[src/rtl/adc128s052_pkg.sv]
// adc128s052_pkg: shared widths and result type for the ADC128S052 driver and its consumers
package adc128s052_pkg;

    localparam int NUM_CH = 8;
    localparam int CH_W   = 3;
    localparam int ADC_W  = 12;

    typedef struct packed {
        logic [CH_W-1:0]  ch;
        logic [ADC_W-1:0] data;
    } adc_res_t;

    // The ADC returns data for the channel addressed lat frames earlier
    function automatic logic [CH_W-1:0] phys_ch(input logic [CH_W-1:0] ch, input int lat);
        return ch - CH_W'(lat);
    endfunction

endpackage

[src/rtl/adc128s052_ch_avg_if.sv]
// adc128s052_ch_avg_if: driver-side sample stream and result valid/ready stream
interface adc128s052_ch_avg_if;
    import adc128s052_pkg::*;

    logic             s_valid;
    logic [CH_W-1:0]  s_channel;
    logic [15:0]      s_data;
    logic             m_valid;
    logic             m_ready;
    logic [CH_W-1:0]  m_channel;
    logic [ADC_W-1:0] m_data;

    modport master (
        output s_valid, s_channel, s_data, m_ready,
        input  m_valid, m_channel, m_data
    );

    modport slave (
        input  s_valid, s_channel, s_data, m_ready,
        output m_valid, m_channel, m_data
    );

endinterface

[src/rtl/adc128s052_ch_avg_fifo.sv]
// adc_res_fifo: synchronous first-word-fall-through FIFO of adc_res_t, DEPTH a power of 2 (>=2)
module adc_res_fifo
    import adc128s052_pkg::*;
#(
    parameter int DEPTH = 8
) (
    input  logic     clk,
    input  logic     rst_n,
    input  logic     push,
    input  adc_res_t din,
    output logic     full,
    input  logic     pop,
    output adc_res_t dout,
    output logic     empty
);

    localparam int PW = $clog2(DEPTH);

    adc_res_t        mem [DEPTH];
    logic [PW-1:0]   wr_ptr;
    logic [PW-1:0]   rd_ptr;
    logic [PW:0]     count;
    logic            wr_en;
    logic            rd_en;

    // A pop frees the slot for a simultaneous push even when full
    assign wr_en = push & (!full | pop);
    assign rd_en = pop & !empty;
    assign full  = count == (PW+1)'(DEPTH);
    assign empty = count == '0;
    assign dout  = empty ? '0 : mem[rd_ptr];

    always_ff @(posedge clk or negedge rst_n) begin
        if (!rst_n) begin
            wr_ptr <= '0;
            rd_ptr <= '0;
            count  <= '0;
        end else begin
            wr_ptr <= wr_en ? wr_ptr + 1'b1 : wr_ptr;
            rd_ptr <= rd_en ? rd_ptr + 1'b1 : rd_ptr;
            count  <= count + {{PW{1'b0}}, wr_en} - {{PW{1'b0}}, rd_en};
        end
    end

    always_ff @(posedge clk) begin
        if (wr_en) mem[wr_ptr] <= din;
    end

endmodule

[src/rtl/adc128s052_ch_avg.sv]
// adc128s052_ch_avg: per-channel averaging of ADC128S052 frames into a valid/ready result FIFO.
// Define ADC_AVG_SNAPSHOT_EN to add the rd_ch/rd_data latest-result register bank.
module adc128s052_ch_avg
    import adc128s052_pkg::*;
#(
    parameter int AVG_LOG2   = 2,
    parameter int CH_LAT     = 1,
    parameter int SKIP       = 1,
    parameter int FIFO_DEPTH = 8
) (
    input  logic                 clk,
    input  logic                 rst_n,
    input  logic                 en,
    input  logic                 clr_ovf,
    adc128s052_ch_avg_if.slave   bus,
    output logic                 overflow
`ifdef ADC_AVG_SNAPSHOT_EN
    ,
    input  logic [CH_W-1:0]      rd_ch,
    output logic [ADC_W-1:0]     rd_data
`endif
);

    localparam int AW = ADC_W + AVG_LOG2;
    localparam int CW = AVG_LOG2 > 0 ? AVG_LOG2 : 1;
    localparam int SW = $clog2(SKIP + 2);

    logic             v_d;
    logic [SW-1:0]    skip_cnt;
    logic [AW-1:0]    acc [NUM_CH];
    logic [CW-1:0]    cnt [NUM_CH];
    logic [CH_W-1:0]  ch;
    logic [ADC_W-1:0] sample;
    logic [AW-1:0]    sum;
    logic             priming;
    logic             take;
    logic             last;
    logic             push;
    logic             pop;
    logic             full;
    logic             empty;
    logic             drop;
    adc_res_t         res;
    adc_res_t         head;
    logic             unused_hi;

    assign ch        = phys_ch(bus.s_channel, CH_LAT);
    assign sample    = bus.s_data[ADC_W-1:0];
    assign unused_hi = ^bus.s_data[15:ADC_W];
    assign priming   = skip_cnt < SW'(SKIP);
    assign take      = v_d & en & !priming;
    assign sum       = acc[ch] + AW'(sample);
    assign last      = (AVG_LOG2 == 0) || (cnt[ch] == CW'((1 << AVG_LOG2) - 1));
    assign push      = take & last;
    assign res       = '{ch: ch, data: ADC_W'(sum >> AVG_LOG2)};
    assign pop       = bus.m_valid & bus.m_ready;
    assign drop      = push & full & !pop;

    // Data and channel lag s_valid by one cycle, so they are sampled while v_d is high
    always_ff @(posedge clk or negedge rst_n) begin
        if (!rst_n) begin
            v_d      <= 1'b0;
            skip_cnt <= '0;
            for (int i = 0; i < NUM_CH; i++) begin
                acc[i] <= '0;
                cnt[i] <= '0;
            end
        end else begin
            v_d <= bus.s_valid & en;
            if (!en) begin
                skip_cnt <= '0;
                for (int i = 0; i < NUM_CH; i++) begin
                    acc[i] <= '0;
                    cnt[i] <= '0;
                end
            end else if (v_d && priming) begin
                skip_cnt <= skip_cnt + 1'b1;
            end else if (take) begin
                acc[ch] <= last ? '0 : sum;
                cnt[ch] <= last ? '0 : cnt[ch] + 1'b1;
            end
        end
    end

    always_ff @(posedge clk or negedge rst_n) begin
        if (!rst_n)       overflow <= 1'b0;
        else if (drop)    overflow <= 1'b1;
        else if (clr_ovf) overflow <= 1'b0;
    end

    adc_res_fifo #(.DEPTH(FIFO_DEPTH)) u_fifo (
        .clk   (clk),
        .rst_n (rst_n),
        .push  (push),
        .din   (res),
        .full  (full),
        .pop   (pop),
        .dout  (head),
        .empty (empty)
    );

    assign bus.m_valid   = !empty;
    assign bus.m_channel = head.ch;
    assign bus.m_data    = head.data;

`ifdef ADC_AVG_SNAPSHOT_EN
    logic [ADC_W-1:0] bank [NUM_CH];

    // Updated on every completed average, even when the FIFO drops it
    always_ff @(posedge clk or negedge rst_n) begin
        if (!rst_n) begin
            for (int i = 0; i < NUM_CH; i++) bank[i] <= '0;
        end else if (push) begin
            bank[ch] <= res.data;
        end
    end

    assign rd_data = bank[rd_ch];
`endif

endmodule

[src/flat_wrapper.sv]
// flat-port wrapper written by rule: the top's interface ports become plain ports
module adc128s052_ch_avg_flat import adc128s052_pkg::*;
#(
    parameter int AVG_LOG2   = 2,
    parameter int CH_LAT     = 1,
    parameter int SKIP       = 1,
    parameter int FIFO_DEPTH = 8
)
  (clk, rst_n, en, clr_ovf, overflow, bus_s_valid, bus_s_channel, bus_s_data, bus_m_ready, bus_m_valid, bus_m_channel, bus_m_data);
  adc128s052_ch_avg_if bus_i ();
  input  logic clk;
  input  logic rst_n;
  input  logic en;
  input  logic clr_ovf;
  output logic overflow;
  input wire logic [$bits(bus_i.s_valid)-1:0] bus_s_valid;
  input wire logic [$bits(bus_i.s_channel)-1:0] bus_s_channel;
  input wire logic [$bits(bus_i.s_data)-1:0] bus_s_data;
  input wire logic [$bits(bus_i.m_ready)-1:0] bus_m_ready;
  output wire logic [$bits(bus_i.m_valid)-1:0] bus_m_valid;
  output wire logic [$bits(bus_i.m_channel)-1:0] bus_m_channel;
  output wire logic [$bits(bus_i.m_data)-1:0] bus_m_data;
  assign bus_i.s_valid = bus_s_valid;
  assign bus_i.s_channel = bus_s_channel;
  assign bus_i.s_data = bus_s_data;
  assign bus_i.m_ready = bus_m_ready;
  assign bus_m_valid = bus_i.m_valid;
  assign bus_m_channel = bus_i.m_channel;
  assign bus_m_data = bus_i.m_data;
  adc128s052_ch_avg #(.AVG_LOG2(AVG_LOG2), .CH_LAT(CH_LAT), .SKIP(SKIP), .FIFO_DEPTH(FIFO_DEPTH)) u_core (.clk(clk), .rst_n(rst_n), .en(en), .clr_ovf(clr_ovf), .bus(bus_i), .overflow(overflow));
endmodule
[config.mk]
export PLATFORM = sky130hd
export DESIGN_NAME = adc128s052_ch_avg_flat
export DESIGN_NICKNAME = d
export VERILOG_FILES = /design/src/rtl/adc128s052_pkg.sv /design/src/rtl/adc128s052_ch_avg_if.sv /design/src/rtl/adc128s052_ch_avg_fifo.sv /design/src/rtl/adc128s052_ch_avg.sv /design/src/flat_wrapper.sv
export SDC_FILE = /design/constraint.sdc
export NUM_CORES = 1
export LEC_CHECK = 0
export BUFFER_PORTS_ARGS = -buffer_cell sky130_fd_sc_hd__buf_4
export CORE_MARGIN = 4
export CORE_UTILIZATION = 40
export DETAILED_ROUTE_END_ITERATION = 8
export GPL_TIMING_DRIVEN = 0
export HOLD_SLACK_MARGIN = 0.08
export PLACE_DENSITY = 0.67
export SKIP_LAST_GASP = 1
export SLEW_MARGIN = 25
export SYNTH_ARGS = -nofsm -noshare
export SYNTH_HDL_FRONTEND = slang
export SYNTH_SLANG_ARGS = --single-unit
[constraint.sdc]
create_clock -name clk -period 8.85 [get_ports clk]
set_input_delay 0.885 -clock clk [delete_from_list [all_inputs] [get_ports clk]]
set_output_delay 0.885 -clock clk [all_outputs]
set_load 0.01 [all_outputs]
=== Yosys cells after proc, flatten, opt, wreduce, memory -nomap -nowiden ===
Memories as Yosys holds them, arrays and structs flattened.
Index checks and enable logic that the tools add are counted.
W data, S select, Z words.

* Bits in registers: 142
* Memory bits (writable): 120
* Input bits: 25
* Output and inout bits: 17
* Logic and storage cells: 86
* Memories kept: 1

* Add/subtract/negate cells: 8
* $lt $le $gt $ge: 3
* Equal/unequal tests: 5
* Multiplexer cells: 27
* Bitwise logic cells: 11
* Reduce and logical (&&, ||, !) cells: 9

{| class="wikitable"
|+ Memory list
! name !! words !! bits a word !! rd ports !! clocked after memory_dff !! write ports !! RTL line !! text
|-
| u_core.u_fifo.mem || 8 || 15 || 1 || 0 || 1 || adc128s052_ch_avg_fifo.sv:19 || <nowiki>adc_res_t mem [DEPTH];</nowiki>
|}

{| class="wikitable"
|+ Operators with widths
! kind !! number
|-
| $mux W112 || 3
|-
| $bwmux W112 || 1
|-
| $mux W14 || 4
|-
| $mux W16 || 3
|-
| $bmux W14 S3 || 1
|-
| $demux W14 S3 || 1
|-
| $bwmux W16 || 1
|-
| $mux W15 || 1
|-
| $add A14 B12 Y14 || 1
|-
| $mux W2 || 6
|-
| $and A1 B1 Y1 || 9
|-
| $add A3 B1 Y3 const B || 2
|-
| $bmux W2 S3 || 1
|-
| $demux W2 S3 || 1
|-
| $add A2 B1 Y2 const B || 2
|-
| $add A4 B1 Y4 || 1
|-
| $eq A4 B4 Y1 const B || 1
|-
| $ge A4 B4 Y1 const B || 1
|-
| $logic_not A1 Y1 || 4
|-
| $logic_not A4 Y1 || 1
|-
| $lt A4 B1 Y1 const B || 1
|-
| $mux W1 || 4
|-
| $ne A2 B1 Y1 const B || 2
|-
| $not A3 Y4 || 1
|-
| other kinds (9) || 10
|}

=== Longest topological paths before layout ===
Gate-level depths: netlist (run 1).

* Word-level depth: 11
* Mapped depth: 21
* Depth with buffers taken out: 16

=== Hierarchy ===
A second synthesis (run 1) with hierarchy kept.

* Cell total of the unflattened synthesis: 939
* Area, all modules: 11,972.7 µm²

{| class="wikitable"
|+ By module, submodules not included
! module !! times used !! cells each !! area an instance (µm²) !! sequential area each (µm²)
|-
| adc128s052_ch_avg || 1 || 706 || 6,880.3 || 3,303.2
|-
| adc_res_fifo || 1 || 233 || 5,092.4 || 3,853.7
|}

=== Least setup slack after synthesis (run 1) ===
Ideal clock, no wire load.

* Path type: in2reg
* Start point: input port bus_s_channel[0]
* End point: memory u_core.u_fifo.mem[2][0] (netlist name) (enable)
* Setup time: 431 ps
* Data arrival time: 5,283 ps
* Required time: 8,419 ps
* Path slack: 3,136 ps
* Cell stages on the path: 14
* Buffers on the path: 5
* Cells stage by stage: buf_4 > buf_2 > inv_1 > ha_1 > xnor2_2 > buf_2 > buf_1 > a31oi_1 > o22ai_1 > a221o_1 > ha_1 > buf_1 > nand3_1 > nor4b_1

* Cells in the longest elaborated chain, start to end: 10

{| class="wikitable"
|+ Ends and longest elaborated chain
! what !! RTL line !! text
|-
| start: declaration || flat_wrapper.sv:17 || <nowiki>input wire logic [$bits(bus_i.s_channel)-1:0] bus_s_channel;</nowiki>
|-
| $sub A3 B1 Y3 || adc128s052_pkg.sv:15 || <nowiki>return ch - CH_W'(lat);</nowiki>
|-
| named net u_core.ch[0] || adc128s052_ch_avg.sv:32 || <nowiki>logic [CH_W-1:0] ch;</nowiki>
|-
| $not A3 Y4 (implied by the code) || adc128s052_ch_avg.sv:53 || <nowiki>assign last = (AVG_LOG2 == 0) || (cnt[ch] == CW'((1 << AVG_LOG2) - 1));</nowiki>
|-
| $bmux W2 S3 || adc128s052_ch_avg.sv:53 ||
|-
| $mux W2 (implied by the code) (2 in series) || adc128s052_ch_avg.sv:53 ||
|-
| $eq A2 B2 Y1 || adc128s052_ch_avg.sv:53 ||
|-
| $and A1 B1 Y1 || adc128s052_ch_avg.sv:54 || <nowiki>assign push = take & last;</nowiki>
|-
| $and A1 B1 Y1 || adc128s052_ch_avg_fifo.sv:27 || <nowiki>assign wr_en = push & (!full | pop);</nowiki>
|-
| $mux W1 || adc128s052_ch_avg_fifo.sv:46 || <nowiki>if (wr_en) mem[wr_ptr] <= din;</nowiki>
|-
| $mux W1 (implied by the code) || adc128s052_ch_avg_fifo.sv:46 ||
|-
| end: declaration || adc128s052_ch_avg_fifo.sv:19 ||
|}

The timed path passes the listed nets, and every way through them passes these cells. The select of a mux whose other input is x is not followed.

=== Worst setup path in the final report (run 1) ===
* Start point: input port bus_s_channel[0]
* End point: memory u_core.u_fifo.mem[0][10] (netlist name) (data pin)

* Cells in the longest elaborated chain, start to end: 6

{| class="wikitable"
|+ Ends and longest elaborated chain
! what !! RTL line !! text
|-
| $sub A3 B1 Y3 || adc128s052_pkg.sv:15 ||
|-
| named net u_core.ch[0] || adc128s052_ch_avg.sv:32 ||
|-
| $not A3 Y4 (implied by the code) || adc128s052_ch_avg.sv:52 || <nowiki>assign sum = acc[ch] + AW'(sample);</nowiki>
|-
| $bmux W14 S3 || adc128s052_ch_avg.sv:52 ||
|-
| $mux W14 (implied by the code) (2 in series) || adc128s052_ch_avg.sv:52 ||
|-
| $add A14 B12 Y14 || adc128s052_ch_avg.sv:52 ||
|-
| named net u_core.sum[12] || adc128s052_ch_avg.sv:34 || <nowiki>logic [AW-1:0] sum;</nowiki>
|}

The timed path passes the listed nets, and every way through them passes these cells. The select of a mux whose other input is x is not followed.

==> impl_results.md, run 1 <==
* Y dimension of the die at approximately 180 um
* Count of max-cap constraint violations at 0
* Final count of pins violating max slew at 0
* Core area at 0.0296 mm2
* Antenna violations before repair at 0
* Share of the synthesized area in the top cell type at 30.1%
* Reg-to-reg critical path endpoint: u_core.u_fifo.mem[6][9]$_DFFE_PP_
* Prevailing post-synth register cell: dfrtp_1
* Clock-pin slew on the worst setup and hold paths at 60 ps
* Length in cells of the worst reg-to-reg path at 12
* Final critical-path required period at between 7000 and 8000 ps
* Worst Setup SP: bus_s_channel[0]
* Tightest Pin Transition at 1030 ps
* Global route overflow at 0
* Combinational share of power at 23.3%
* Post-route clock period utilization at 80.7%
* Peak clock frequency supported by timing at approximately 140 MHz
* Areal power density over the cells at between 200 and 250 mW/mm2
* Final Total Pwr at between 3 and 4 mW
* Antenna-violating nets left at 0
* Final nets at 1055
* Residual DRC at 0
* Int Pwr at about 2.3 mW
* Hold/Removal Path Class: in -> async
* Number of vias per cell at roughly 6
* Cell taking the most area after synthesis: edfxtp_1
* Number of synthesis warnings at 0
* Net load switching power at roughly 0.92 mW
* Class of the most critical setup path: in -> reg
* Cell area after synthesis at approximately 0.012 mm2
* Number of standard cells in the final layout excluding fillers at 1414
* Initial drt markers at between 900 and 1000
* Setup slack of the worst register-to-register path at 4970 ps
* Routed wire per std cell at approximately 23 um
* Synthesized area per cell at about 13 um2
* Sequential cell area fraction in the yosys report at between 50% and 60%
* Clock network latency to the later pin of the worst-skew pair at approximately 540 ps
* Post-CTS Setup Repair Bufs at 0
* Area enclosed by the die boundary at approximately 0.033 mm2
* Final core utilization at 46.8%
* Setup_tns at 0 ps
* Final-report hold violation count at 0
* Portion of total power attributed to the clock network at between 30% and 40%
* Ys async rst share at a little over half
* Count of input and output buffers at 37
* Row count at 63
* Final worst clock skew at approximately 16 ps
* Die Wd at around 180 um
* Total I/O pin count at 42
* Number of distinct library cell variants in the gate-level netlist after synthesis at 63
* Maximum fanout count along the critical path at 17
* Critical path startpoint category: input port
* Leak at between 5 and 6 nW
* Syn_nets at 970
* Sum of routed wire length over all layers at 32400 um
* Max_slew headroom at between 30 and 40%
* Critical Path Sink Type: register
* First-pass detailed-route iteration total at 6
* Synth top area cells: edfxtp_1, dfrtp_1, mux4_2
* Destination of the critical timing path: u_core.u_fifo.mem[0][10]$_DFFE_PP_
* Required time worst endpoint at roughly 9100 ps
* Fill count at between 2000 and 3000
* Status: completed
* Dpl hpwl at approximately 23000 um
* # resized after CTS at 0
* Vias in the first global route at 8501
* Clock H-tree levels at 1
* Routability congestion estimate from global placement at 0.886
* Unrepaired setup endpoints after global routing: no
* Commonest cells after routing, fill and taps aside: dfrtp_1, edfxtp_1, nand2_1
* Number of clock sinks at approximately 260
* Worst voltage drop across the vdd grid at 0.147 mV
* Synthesized netlist cell count at 920
* Number of enable-type register cells in the synthesized netlist at 120
* Data arrival at the endpoint of the critical path at 7350 ps
* Overall via count from detail_route at between 8000 and 9000
* Number of placed instances, taps included at ~1400
* First-pass GRT wire length at a little over 50000 um
* Diodes inserted at 0
* Number of buffers between clock root and the deepest sink at 3
* Overall Global Routing Usage at 19.7%
* Initial core utilization at around two fifths
* Number of hold buffers added after CTS at 0
* Number of buffers created by CTS at 27
* Post-placement worst setup slack at about 1300 ps
* Largest net degree at the start of global routing at 86
* Clock tree from TritonCTS: done
* Area added between synthesis and finish at 15.6%
* Final setup violation count at 0
* Share of total power in sequential cells at between 40% and 50%
* CTS Root Buffer Type: clkbuf_16
* Most common cell after layout, fill and taps aside: dfrtp_1
* Fraction of final layout cells sized beyond drive strength 1 at 18.3%
* Reg-to-reg critical path startpoint: u_core.cnt[7]$_DFFE_PN0P_
* Proportion of total power due to net switching at roughly 28%
* Synthesis-stage register bit count at between 200 and 300
* Setup slack after layout at between 1500 and 2000 ps
-- cell usage after synthesis (all sizes together) (2+ instances only) --
| cell | number |
|---|---|
| dfrtp | 142 |
| edfxtp | 120 |
| nand2 | 120 |
| a22o | 80 |
| nor2 | 70 |
| mux4 | 40 |
| mux2i | 33 |
| o31ai | 33 |
| buf | 31 |
| a21oi | 28 |
| o21ai | 27 |
| inv | 26 |
| ha | 23 |
| clkbuf | 19 |
| nand3 | 17 |
| nor3 | 12 |
| xnor2 | 12 |
| o22ai | 11 |
| a221oi | 7 |
| nor2b | 7 |
| a31oi | 5 |
| and2 | 5 |
| a221o | 4 |
| a311oi | 4 |
| a21o | 3 |
| nand2b | 3 |
| o21a | 3 |
| or3 | 3 |
| xor2 | 3 |
| a311o | 2 |
| and3 | 2 |
| and3b | 2 |
| fa | 2 |
| mux2 | 2 |
| nor3b | 2 |
| nor4b | 2 |
| or2 | 2 |
-- metal layers --
metal | track usage [%] | share of wire [%] | vias up
li1 | - | - | 3644
met1 | 26.4 | 40 | 4202
met2 | 32.4 | 48 | 374
met3 | 3.74 | 7.8 | 92
met4 | 6.87 | 4.0 | 0
met5 | 0 | 0 | -
-- flip-flops by register name, indices dropped and copies added (netlist names) --
name	flops
u_core.u_fifo.mem	120
u_core.acc	112
u_core.cnt	16
u_core.u_fifo.count	4
u_core.u_fifo.rd_ptr	3
u_core.u_fifo.wr_ptr	3
u_core.skip_cnt	2
u_core.overflow	1
u_core.v_d	1
-- how the worst min path moves through the flow --
stage	to
after global placement	u_core.cnt[8]$_DFFE_PN0P_
after floorplan	u_core.cnt[10]$_DFFE_PN0P_
final	u_core.acc[17]$_DFFE_PN0P_
after detailed placement	u_core.acc[70]$_DFFE_PN0P_
after global routing	u_core.acc[17]$_DFFE_PN0P_
after CTS	u_core.acc[3]$_DFFE_PN0P_
-- critical path: stages --
cell,delay [ps]
buf_4,120
buf_4,230
buf_2,390
inv_1,420
ha_1,470
buf_2,230
inv_1,170
buf_1,580
clkbuf_1,760
a221oi_1,180
o22ai_1,240
ha_1,220
inv_1,50
fa_1,460
nor2b_1,220
o31a_1,220
o2111ai_1,200
o21ai_0,330
xor2_1,660
inv_1,280
-- stage by stage --
| step | hold slack, ps | area, um2 |
|---|---|---|
| final | 269 | 13800 |
| after global routing | 286 | 13800 |
| after CTS | 278 | 13800 |
| after detailed placement | 464 | 12900 |
| after global placement | 456 | 12700 |
| after floorplan | 440 | 12000 |
-- logic make-up (layout without fill, tap and decap cells) --
logic type / after synthesis / after routing / synth area share (%)
compound gates: 218 / 218 / 13.6
xor+xnor: 15 / 15 / 1.38
fa+ha+maj: 25 / 25 / 2.74
buf+inv: 76 / 180 / 2.67
flops: 262 / 262 / 59.8
mux: 75 / 75 / 10.7
simple gates: 249 / 249 / 9.09
-- power groups by stage --
stage	sequential (mW)	combinational, mW	clock, mW
after CTS	1.34	0.766	1.16
after floorplan	1.36	0.486	0
after detailed placement	1.36	0.764	0
after global routing	1.34	0.823	1.23
after global placement	1.36	0.738	0
final	1.34	0.753	1.15
-- area by class of cell --
class	count	area, um2	area share, %
Buffer	50	221	1.60
Clock buffer	34	742	5.37
Clock inverter	14	148	1.07
Tap cell	390	488	3.53
Multi-Input combinational cell	582	4540	32.8
Timing Repair Buffer	56	429	3.11
Sequential cell	262	7160	51.8
Inverter	26	97.6	0.706
(Power assumes the default switching activity.)
==> inputs of run 2 (changes only) <==
PLACE_DENSITY = 0.69   (was 0.67)
clock period = 6.5 ns   (was 8.85 ns; I/O delays follow)
==> run 2 against run 1 <==
Compared with the run above: first-iteration DRC count is 0.50% lower; cell count about the same; critical endpoint is now u_core.u_fifo.mem[4][2]$_DFFE_PP_; worst hold slack better by 58 ps; largest power group unchanged; highest routed layer unchanged.
==> impl_results.md, run 2 (synthesized netlist as in run 1, its figures left out) <==
* Clock H-tree levels at 1 (unchanged)
* Fraction of final layout cells sized beyond drive strength 1 at 18.6% (was 18.3%)
* Final count of pins violating max slew at 0 (unchanged)
* Met3 Track Usage GR at 3.87% (was 3.74%)
* Number of clock sinks at 262 (unchanged)
* Sum of routed wire length over all layers at 32000 um (was 32400 um)
* Area added between synthesis and finish at 15.8% (was 15.6%)
* Series of cell instances along the critical path: buf_4 -> buf_4 -> buf_2 -> inv_1 -> ha_1 -> buf_2 -> buf_1 -> nand2_1 -> o22ai_1 -> a221o_1 -> ha_1 -> buf_1 -> nand3_1 -> inv_1 -> nand2_1 -> nor3_2 -> buf_4 -> buf_6 (was buf_4 -> buf_4 -> buf_2 -> inv_1 -> ha_1 -> buf_2 -> inv_1 -> buf_1 -> clkbuf_1 -> a221oi_1 -> o22ai_1 -> ha_1 -> inv_1 -> fa_1 -> nor2b_1 -> o31a_1 -> o2111ai_1 -> o21ai_0 -> xor2_1 -> inv_1)
* Count of max-cap constraint violations at 0 (unchanged)
* Register with the highest flop count: u_core.u_fifo.mem (unchanged)
* Total I/O pin count at 42 (unchanged)
* Final nets at 1053 (was 1055)
* Tightest Pin Transition at 1010 ps (was 1030 ps)
* CTS Root Buffer Type: clkbuf_16 (unchanged)
* Initial drt markers at 986 (was 991)
* Hold Path Depth at 2
* Largest net degree at the start of global routing at 82 (was 86)
* Delay of the slowest cell on the worst path at 640 ps (was 760 ps)
* Commonest cells after routing, fill and taps aside: dfrtp_1, edfxtp_1, nand2_1 (unchanged)
* Vias in the first global route at 8362 (was 8501)
* Clock-pin slew on the worst setup and hold paths at 60 ps (about the same)
* Residual DRC at 0 (unchanged)
* Final setup violation count at 0 (unchanged)
* Largest registers: u_core.u_fifo.mem x120, u_core.acc x112, u_core.cnt x16 (unchanged)
* Status: completed (unchanged)
* Core area at 0.0296 mm2 (unchanged)
* Number of placed instances, taps included at 1365 (was 1366)
* Initial core utilization at 40.5% (unchanged)
* Met2 demand-to-capacity share in global routing at 31.2% (was 32.4%)
* Y dimension of the die at 181 um (unchanged)
* Routed wire per std cell at 22.6 um (was 22.9 um)
* Row count at 63 (unchanged)
* Areal power density over the cells at 317 mW/mm2 (was 234 mW/mm2)
* Peak clock frequency supported by timing at approximately 160 MHz
* Critical path startpoint category: input port (unchanged)
* Routability congestion estimate from global placement at 0.890 (was 0.886)
* Length in cells of the worst reg-to-reg path at 12 (unchanged)
* Final core utilization at 46.9% (was 46.8%)
* Unrepaired setup endpoints after global routing: no (unchanged)
* First-pass detailed-route iteration total at 5 (was 6)
* Worst slack on hold paths at 328 ps (was 269 ps)
* Number of buffers created by CTS at 26 (was 27)
* Clock network latency to the later pin of the worst-skew pair at 540 ps (about the same)
* Class of the most critical setup path: in -> reg (unchanged)
* Area enclosed by the die boundary at 0.0327 mm2 (unchanged)
* Number of vias per cell at 5.85 (was 5.88)
* Required time worst endpoint at 6740 ps (was 9060 ps)
* Maximum fanout count along the critical path at 15 (was 17)
* Final-report hold violation count at 0 (unchanged)
* Worst voltage drop across the vdd grid at 0.211 mV (was 0.147 mV)
* Diodes inserted at 0 (unchanged)
* Critical Path Sink Type: register (unchanged)
* Max_slew headroom at 32.4% (was 30.7%)
* Dpl hpwl at 22200 um (was 22700 um)
* Routing usage on met1 at 26.1% (was 26.4%)
* Most common cell after layout, fill and taps aside: dfrtp_1 (unchanged)
* Max reg flops at 120 (unchanged)
* Slowest-stage cell, CP: buf_1 (was clkbuf_1)
* Antenna-violating nets left at 0 (unchanged)
* Overall Global Routing Usage at 19.2% (was 19.7%)
* Post-route clock period utilization at 94.8%
* Die Wd at 181 um (unchanged)
* Clock tree from TritonCTS: done (unchanged)
* Global route overflow at 0 (unchanged)
* Final worst clock skew at 23.1 ps (was 16.0 ps)
* Cell repeated most along the worst path: buf_4 (was inv_1)
* Overall via count from detail_route at 8263 (was 8312)
* Final critical-path required period at ~6200 ps
* Number of buffers between clock root and the deepest sink at 3 (unchanged)
* Data arrival at the endpoint of the critical path at 6400 ps (was 7350 ps)
* Number of standard cells in the final layout excluding fillers at 1413 (was 1414)
* Layer with the highest usage: met2 (unchanged)
* First-pass GRT wire length at 49400 um (was 50300 um)
* Antenna violations before repair at 0 (unchanged)
* Leak at 5.56 nW (about the same)
* Hold/Removal Path Class: in -> reg (was in -> async)
* Count of input and output buffers at 37 (unchanged)
==> run 2: changes by cell type in the layout (fill, tap and decap cells not counted), moves of 2 or more <==
cell / before / now
buf_2: 27 / 25
clkbuf_1: 22 / 25
clkbuf_2: 0 / 2
clkbuf_8: 4 / 7
clkinv_1: 3 / 0
clkinv_2: 6 / 2
==> run 2: worst paths after layout <==
path,startpoint,to,slack [ps]
setup / recovery,bus_s_channel[0],u_core.u_fifo.mem[4][2]$_DFFE_PP_,340
min in group asynchronous,rst_n,u_core.acc[6]$_DFFE_PN0P_,620
hold reg to reg,u_core.cnt[10]$_DFFE_PN0P_,u_core.cnt[10]$_DFFE_PN0P_,470
max in group asynchronous,rst_n,u_core.u_fifo.count[2]$_DFF_PN0_,5110
setup reg to reg,u_core.cnt[3]$_DFFE_PN0P_,u_core.u_fifo.mem[4][2]$_DFFE_PP_,2750
hold / removal,clr_ovf,u_core.overflow$_DFFE_PN0P_,330
==> run 2: critical path: cells and delay by family <==
| family | cells | cell delay (ps) |
|---|---|---|
| AOI/OAI and AO/OA | 2 | 390 |
| and+or+nand+nor | 4 | 1430 |
| adders and majority gates | 2 | 750 |
| buffers and inverters | 10 | 3170 |
==> run 2: stage by stage <==
| stage | TNS [ps] | instance area, um2 | setup slack [ps] | power [mW] |
|---|---|---|---|---|
| final | 0 | 13900 | 338 | 4.39 |
| after global routing | 0 | 13900 | 47.0 | 4.57 |
| after CTS | 0 | 13800 | 117 | 4.42 |
| after detailed placement | -13160 | 12900 | -663 | 2.88 |
| after global placement | -190280 | 12700 | -2130 | 2.85 |
| after floorplan | 0 | 12000 | 1020 | 2.51 |
==> run 2: power by group <==
| group | leakage, nW | internal [mW] | switching [mW] |
|---|---|---|---|
| clock network | 0.433 | 0.923 | 0.625 |
| logic | 2.08 | 0.440 | 0.581 |
| registers | 3.05 | 1.79 | 0.0262 |
==> run 2: cell type report <==
cell class	instances	area, um2
fillers	2594	15700
flip-flops and latches	262	7160
multi-input cells	582	4560
clock buffers	42	802
well taps	390	488
repair buffers	56	440
plain buffers	49	220
inverters	26	97.6
clock inverters	6	86.3
==> run 2: repair_timing <==
item | 4_1_cts | 5_1_grt
buffers inserted | 0 | 0
setup endpoints to repair | 8 | 24
endpoints found under the hold margin | 61 | 0
pin swaps | 0 | 0
hold buffers | 1 | 0
gates resized for setup | 1 | 6
==> run 2: layer usage <==
metal / vias to the layer above / wire, um
li1: 3647 / -
met1: 4151 / 13200
met3: 82 / 2590
met4: 0 / 1110
met5: - / 0
met2: 383 / 15100
